[src/rtl/router_pkg.sv]
// Shared address map, slot indices and controller state encoding for mem_router.
package router_pkg;

  localparam int NSLV_C = 4;

  localparam int SLV_ROM   = 0;
  localparam int SLV_PRINT = 1;
  localparam int SLV_CLINT = 2;
  localparam int SLV_BRAM  = 3;

  localparam logic [31:0] ROM_BASE   = 32'h0000_0000;
  localparam logic [31:0] ROM_TOP    = 32'h0001_0000;
  localparam logic [31:0] PRINT_BASE = 32'h1000_0000;
  localparam logic [31:0] PRINT_TOP  = 32'h1000_0100;
  localparam logic [31:0] CLINT_BASE = 32'h0200_0000;
  localparam logic [31:0] CLINT_TOP  = 32'h0201_0000;
  localparam logic [31:0] BRAM_BASE  = 32'h8000_0000;
  localparam logic [31:0] BRAM_TOP   = 32'h8001_0000;

  // Element k of each array belongs to slot k (rightmost entry is slot 0).
  localparam logic [NSLV_C-1:0][31:0] SLV_BASE = {BRAM_BASE, CLINT_BASE, PRINT_BASE, ROM_BASE};
  localparam logic [NSLV_C-1:0][31:0] SLV_TOP  = {BRAM_TOP, CLINT_TOP, PRINT_TOP, ROM_TOP};

  typedef enum logic [1:0] {
    IDLE = 2'd0,
    WAIT = 2'd1,
    ERR  = 2'd2
  } state_t;

endpackage

[src/rtl/router_decode.sv]
// Combinational address decoder: first matching slot by index wins, and the
// returned offset is relative to that slot's base.
module router_decode
  import router_pkg::*;
#(
  parameter int NSLV = NSLV_C,
  parameter int IW   = (NSLV > 1) ? $clog2(NSLV) : 1
) (
  input  logic [31:0]   mem_addr,
  output logic          hit,
  output logic [IW-1:0] hit_idx,
  output logic [31:0]   offset
);

  logic [NSLV-1:0]       slot_hit;
  logic [NSLV-1:0][31:0] slot_off;

  genvar gi;
  generate
    for (gi = 0; gi < NSLV; gi++) begin : g_slot
      assign slot_hit[gi] = (mem_addr >= SLV_BASE[gi]) && (mem_addr < SLV_TOP[gi]);
      assign slot_off[gi] = mem_addr - SLV_BASE[gi];
    end
  endgenerate

  // Scan from the highest slot down so the lowest matching index is the last write.
  always_comb begin
    hit     = 1'b0;
    hit_idx = '0;
    offset  = mem_addr;
    for (int k = NSLV - 1; k >= 0; k--) begin
      if (slot_hit[IW'(k)]) begin
        hit     = 1'b1;
        hit_idx = IW'(k);
        offset  = slot_off[IW'(k)];
      end
    end
  end

endmodule

[src/rtl/mem_router.sv]
// One-outstanding-transaction router between the arbiter memory port and the
// SoC slaves, with unmapped-address and timeout error responses.
module mem_router
  import router_pkg::*;
#(
  parameter int NSLV    = NSLV_C,
  parameter int TIMEOUT = 1024,
  parameter int CW      = $clog2(TIMEOUT + 1)
) (
  input  logic               clock,
  input  logic               reset,
  input  logic               mem_valid,
  input  logic               mem_instr,
  input  logic [31:0]        mem_addr,
  input  logic [31:0]        mem_wdata,
  input  logic [3:0]         mem_wstrb,
  output logic [31:0]        mem_rdata,
  output logic               mem_ready,
  output logic               mem_error,
  output logic [NSLV-1:0]    slv_valid,
  output logic               slv_instr,
  output logic [31:0]        slv_addr,
  output logic [31:0]        slv_wdata,
  output logic [3:0]         slv_wstrb,
  input  logic [NSLV*32-1:0] slv_rdata,
  input  logic [NSLV-1:0]    slv_ready,
  output logic               spurious
);

  localparam int IW = (NSLV > 1) ? $clog2(NSLV) : 1;

  state_t          state_reg;
  logic [IW-1:0]   owner_reg;
  logic [CW-1:0]   count_reg;
  logic            spurious_reg;

  logic            hit;
  logic [IW-1:0]   hit_idx;
  logic [31:0]     offset;
  logic [NSLV-1:0] hit_mask;
  logic [NSLV-1:0] owner_mask;
  logic [NSLV-1:0] accepted_mask;
  logic            owner_ready;
  logic            timeout_hit;
  logic [31:0]     owner_rdata;

  router_decode #(
    .NSLV (NSLV),
    .IW   (IW)
  ) u_decode (
    .mem_addr (mem_addr),
    .hit      (hit),
    .hit_idx  (hit_idx),
    .offset   (offset)
  );

  genvar gi;
  generate
    for (gi = 0; gi < NSLV; gi++) begin : g_mask
      assign hit_mask[gi]   = (hit_idx == IW'(gi));
      assign owner_mask[gi] = (owner_reg == IW'(gi));
    end
  endgenerate

  always_comb begin
    owner_rdata = '0;
    for (int k = 0; k < NSLV; k++) begin
      if (owner_mask[k]) owner_rdata = slv_rdata[32*k +: 32];
    end
  end

  assign owner_ready   = |(slv_ready & owner_mask);
  assign timeout_hit   = !owner_ready && (count_reg == CW'(TIMEOUT - 1));
  // Only the owner may answer, and only while a transaction is pending.
  assign accepted_mask = (state_reg == WAIT) ? owner_mask : '0;

  always_comb begin
    mem_ready = 1'b0;
    mem_error = 1'b0;
    mem_rdata = '0;
    slv_valid = '0;
    if (!reset) begin
      case (state_reg)
        IDLE: begin
          if (mem_valid && hit) slv_valid = hit_mask;
        end
        WAIT: begin
          if (owner_ready) begin
            mem_ready = 1'b1;
            mem_rdata = owner_rdata;
          end else if (timeout_hit) begin
            mem_ready = 1'b1;
            mem_error = 1'b1;
          end
        end
        ERR: begin
          mem_ready = 1'b1;
          mem_error = 1'b1;
        end
        default: ;
      endcase
    end
  end

  assign slv_instr = mem_instr;
  assign slv_addr  = offset;
  assign slv_wdata = mem_wdata;
  assign slv_wstrb = mem_wstrb;
  assign spurious  = spurious_reg;

  always_ff @(posedge clock) begin
    if (reset) begin
      state_reg    <= IDLE;
      owner_reg    <= '0;
      count_reg    <= '0;
      spurious_reg <= 1'b0;
    end else begin
      if (|(slv_ready & ~accepted_mask)) spurious_reg <= 1'b1;
      case (state_reg)
        IDLE: begin
          if (mem_valid) begin
            if (hit) begin
              owner_reg <= hit_idx;
              count_reg <= '0;
              state_reg <= WAIT;
            end else begin
              state_reg <= ERR;
            end
          end
        end
        WAIT: begin
          if (owner_ready || timeout_hit) begin
            state_reg <= IDLE;
          end else begin
            count_reg <= count_reg + CW'(1);
          end
        end
        ERR: state_reg <= IDLE;
        default: state_reg <= IDLE;
      endcase
    end
  end

endmodule

[config.mk]
export PLATFORM = sky130hd
export DESIGN_NAME = mem_router
export DESIGN_NICKNAME = d
export VERILOG_FILES = /design/src/rtl/router_pkg.sv /design/src/rtl/router_decode.sv /design/src/rtl/mem_router.sv
export SDC_FILE = /design/constraint.sdc
export NUM_CORES = 1
export LEC_CHECK = 0
export BUFFER_PORTS_ARGS = -buffer_cell sky130_fd_sc_hd__buf_2
export CAP_MARGIN = 40
export CORE_AREA = 10 10 113 115
export DETAILED_ROUTE_END_ITERATION = 6
export DIE_AREA = 0 0 123 125
export SYNTH_ARGS = -nofsm -noshare
export SYNTH_HDL_FRONTEND = slang
export SYNTH_SLANG_ARGS = --single-unit
[constraint.sdc]
create_clock -name clock -period 2.9 [get_ports clock]
set_input_delay 0.145 -clock clock [delete_from_list [all_inputs] [get_ports clock]]
set_output_delay 0.145 -clock clock [all_outputs]
set_load 0.02 [all_outputs]
==> results.tsv <==
stage	metric	value	unit
die	io_pins	312	
grt	grt_start_max_net_pins	35	
worst_setup_path	cp-startpoint	count_reg[0]	
synthesis	synthCells	252	
worst_setup_path	crit-reg2reg-launch	count_reg[0]	
sta	finalHoldViolations	0	
pwr	p_clk_frac	0.280	
worst_setup_path	worstSetupStartpointType	flop	
sta	max_slew_margin	0.429	
worst_setup_path	criticalPathCategory	flop to output port	
die	design.core.area	10600	µm²
worst_setup_path	timing.critical_path.arrival	2.13	ns
synthesis	ys_types	39	
synthesis	synth.ff_latch_count	14	
job	max-cap-violations	0	
clock_network	postCtsSetupRepairBufs	0	
sta	setup_violations	0	
grt	gr-total-overflow	0	
sta	rsz_0062_raised_after_global_routing	no	
drt	routed_wire_per_std_cell	14.0	µm
worst_setup_path	ff2ff_path_depth	6	
clock_network	ctsHoldBuffers	0	
sta	fmax	440	MHz
place	place.detailed.hpwl	6110	µm
final_layout	finish.cell_count_without_fillers	491	
final_layout	final_cell_area	2430	µm²
clock_network	postCtsResizedCells	0	
pwr	static-leakage-power	0.00121	µW
worst_setup_path	r2r_end	count_reg[5]	
final_layout	nNetsFinal	560	
die	std_cell_rows	38	
grt	via_count_of_the_first_global_routing_pass	1971	
die	initial_core_util	0.177	
final_layout	largest_reg_flops	11	
die	chipHeight	125	µm
die	die_width	123	µm
synthesis	yosysWarningCount	0	
worst_setup_path	crit_required	2.76	ns
synthesis	synth_sequential_area_ratio	0.149	
status	status	finished clean	
sta	fin_worst_skew	0.00593	ns
drt	totalWireLength	6890	µm
sta	period_needed	2.27	ns
grt	grt_antenna_before_repair	0	
clock_network	clkSinkCount	14	
pwr	power.net_switching	225	µW
drt	detail-route-antenna-nets	0	
pwr	power_share_of_the_sequential_group	0.303	
clock_network	clk_transition_reported_paths	0.06	ns
sta	timing_worst_slew_pin_value	0.855	ns
drt	drt_iter0_drc	31	
drt	detail_route.first_pass.iterations	4	
sta	finalMaxSlewViolations	0	
clock_network	cts.root.buffer_cell	sky130_fd_sc_hd__clkbuf_8	
clock_network	cts_made_buffers	3	
synthesis	synth_edf_count	0	
final_layout	final_layout_size_suffix_gt1_frac	0.521	
place	port-buffer-count	171	
place	dp.cells	487	
final_layout	antenna_cells_inserted	0	
place	gp_congestion	0.888	
drt	drt-vias-per-instance	4.02	
place	placed_cell_area	2380	µm²
synthesis	post_synth.cell_area_avg	7.47	µm²
pwr	p_int	440	µW
synthesis	post_synth_design_cell_area	1880	µm²
final_layout	syn_to_final_growth	29.2	%
synthesis	postSynth.asyncResetShare	0	
clock_network	clock_latency	0.24	ns
pwr	power	665	µW
worst_hold_path	holdCritPathClass	primary input to flop	
worst_setup_path	crit_end	mem_error	
drt	vias	1976	
synthesis	ys_dominant_reg_cell	sky130_fd_sc_hd__dfxtp_1	
worst_setup_path	worst_setup_path_end_kind	output port	
pwr	power.switching_fraction	0.338	
pwr	cellPowerDensity	274	nW/µm²
drt	drcViolationCount	0	
pwr	vdd.ir_drop.worst	0.162	mV
die	fp.dieArea	15400	µm²
grt	grt_overall_usage	0.0782	
worst_setup_path	setup.reg_to_reg.worst_slack	0.81	ns
worst_setup_path	worstPathMaxFanout	6	
grt	first_pass_grt_wire_length	10100	µm
sta	fin_crit_share	0.783	
pwr	power.combinational.fraction	0.417	
clock_network	cts_tree	done	
clock_network	htree_levels	1	
sta	setup_tns	0	ns
clock_network	bufs_on_longest_clock_path	2	
sta	finalHoldWorstSlack	0.176	ns
## cells by family after synthesis
kind of cell             count (synthesis)  share of synthesized area
multiplexers                            34                      0.188
AND/OR/NAND/NOR                         86                      0.221
AO/OA/AOI/OAI                           23                     0.0824
XOR/XNOR                                 5                     0.0233
flip-flops                              14                      0.149
other                                    1                    0.00199
adder cells (fa/ha/maj)                  4                     0.0266
buffers and inverters                   85                      0.308
## cell usage after synthesis (5+ instances only)
| cell | instances | area [µm²] |
|---|---|---|
| sky130_fd_sc_hd__nor2_1 | 40 | 150 |
| sky130_fd_sc_hd__nand2_1 | 8 | 30.0 |
| sky130_fd_sc_hd__xnor2_1 | 5 | 43.8 |
| sky130_fd_sc_hd__clkbuf_1 | 10 | 37.5 |
| sky130_fd_sc_hd__a21oi_1 | 8 | 40.0 |
| sky130_fd_sc_hd__dfxtp_1 | 14 | 280 |
| sky130_fd_sc_hd__mux2i_1 | 32 | 320 |
| sky130_fd_sc_hd__inv_1 | 6 | 22.5 |
| sky130_fd_sc_hd__nor3_1 | 7 | 35.0 |
| sky130_fd_sc_hd__nand3_1 | 6 | 30.0 |
| sky130_fd_sc_hd__buf_4 | 67 | 503 |
| sky130_fd_sc_hd__nor4_1 | 7 | 43.8 |
## cell type report
class | count | area (µm²)
Multi-Input combinational cell | 154 | 1030
Fill cell | 1153 | 8170
Timing Repair Buffer | 173 | 871
Inverter | 6 | 22.5
Tap cell | 140 | 175
Clock buffer | 4 | 55.1
Sequential cell | 14 | 282
## per-layer routing
layer	vias to the layer above	GRT usage	wire (µm)
met1	886	0.0703	2100
met3	14	0.0266	871
met5	-	0	0
met2	81	0.155	3750
li1	995	-	-
met4	0	0.0274	164
## through the flow
| stage | setup WS, ns | util |
|---|---|---|
| after floorplan | 0.910 | - |
| after global placement | 0.881 | 0.224 |
| after detailed placement | 0.852 | 0.224 |
| after CTS | 0.595 | 0.229 |
| after global routing | 0.488 | 0.229 |
| final | 0.629 | 0.229 |
## how the worst min path moves through the flow
stage | startpoint | end | slack [ns] | cells past startpoint
after floorplan | slv_ready[2] | spurious | 0.32 | 2
after global placement | mem_wdata[14] | slv_wdata[14] | 0.29 | 0
after detailed placement | mem_wdata[14] | slv_wdata[14] | 0.29 | 0
after CTS | slv_ready[2] | spurious | 0.18 | 3
after global routing | slv_ready[3] | spurious | 0.19 | 3
final | slv_ready[2] | spurious | 0.18 | 3
## power groups by stage
| stage | sequential [µW] | clock [µW] | combinational (µW) |
|---|---|---|---|
| 6_report | 201 | 186 | 277 |
| 3_3_place_gp | 205 | 0 | 276 |
| 5_1_grt | 202 | 203 | 303 |
| 3_5_place_dp | 205 | 0 | 281 |
| 4_1_cts | 201 | 193 | 281 |
| 2_1_floorplan | 205 | 0 | 259 |
## worst max-delay path, cell delays in order (launching register included)
cell and delay (ns):
sky130_fd_sc_hd__dfxtp_1 0.38, sky130_fd_sc_hd__ha_1 0.19, sky130_fd_sc_hd__nand3_1 0.21, sky130_fd_sc_hd__or3_1 0.45, sky130_fd_sc_hd__nor4b_1 0.42, sky130_fd_sc_hd__buf_2 0.25
## cells in the final DEF (no fill, tap or decap), drive strengths merged, types with 2 or more instances in the layout
| cell type | count |
|---|---|
| a211oi | 2 |
| nand2 | 8 |
| a31oi | 2 |
| ha | 4 |
| nor3 | 7 |
| nor4 | 7 |
| inv | 6 |
| or3 | 4 |
| o21ai | 4 |
| nand4 | 3 |
| a21oi | 8 |
| nor3b | 2 |
| dfxtp | 14 |
| mux2i | 33 |
| xnor2 | 5 |
| nand3 | 6 |
| o41ai | 2 |
| or2 | 3 |
| conb | 2 |
| buf | 173 |
| nor2 | 40 |
| clkbuf | 4 |
(Power assumes the default switching activity.)
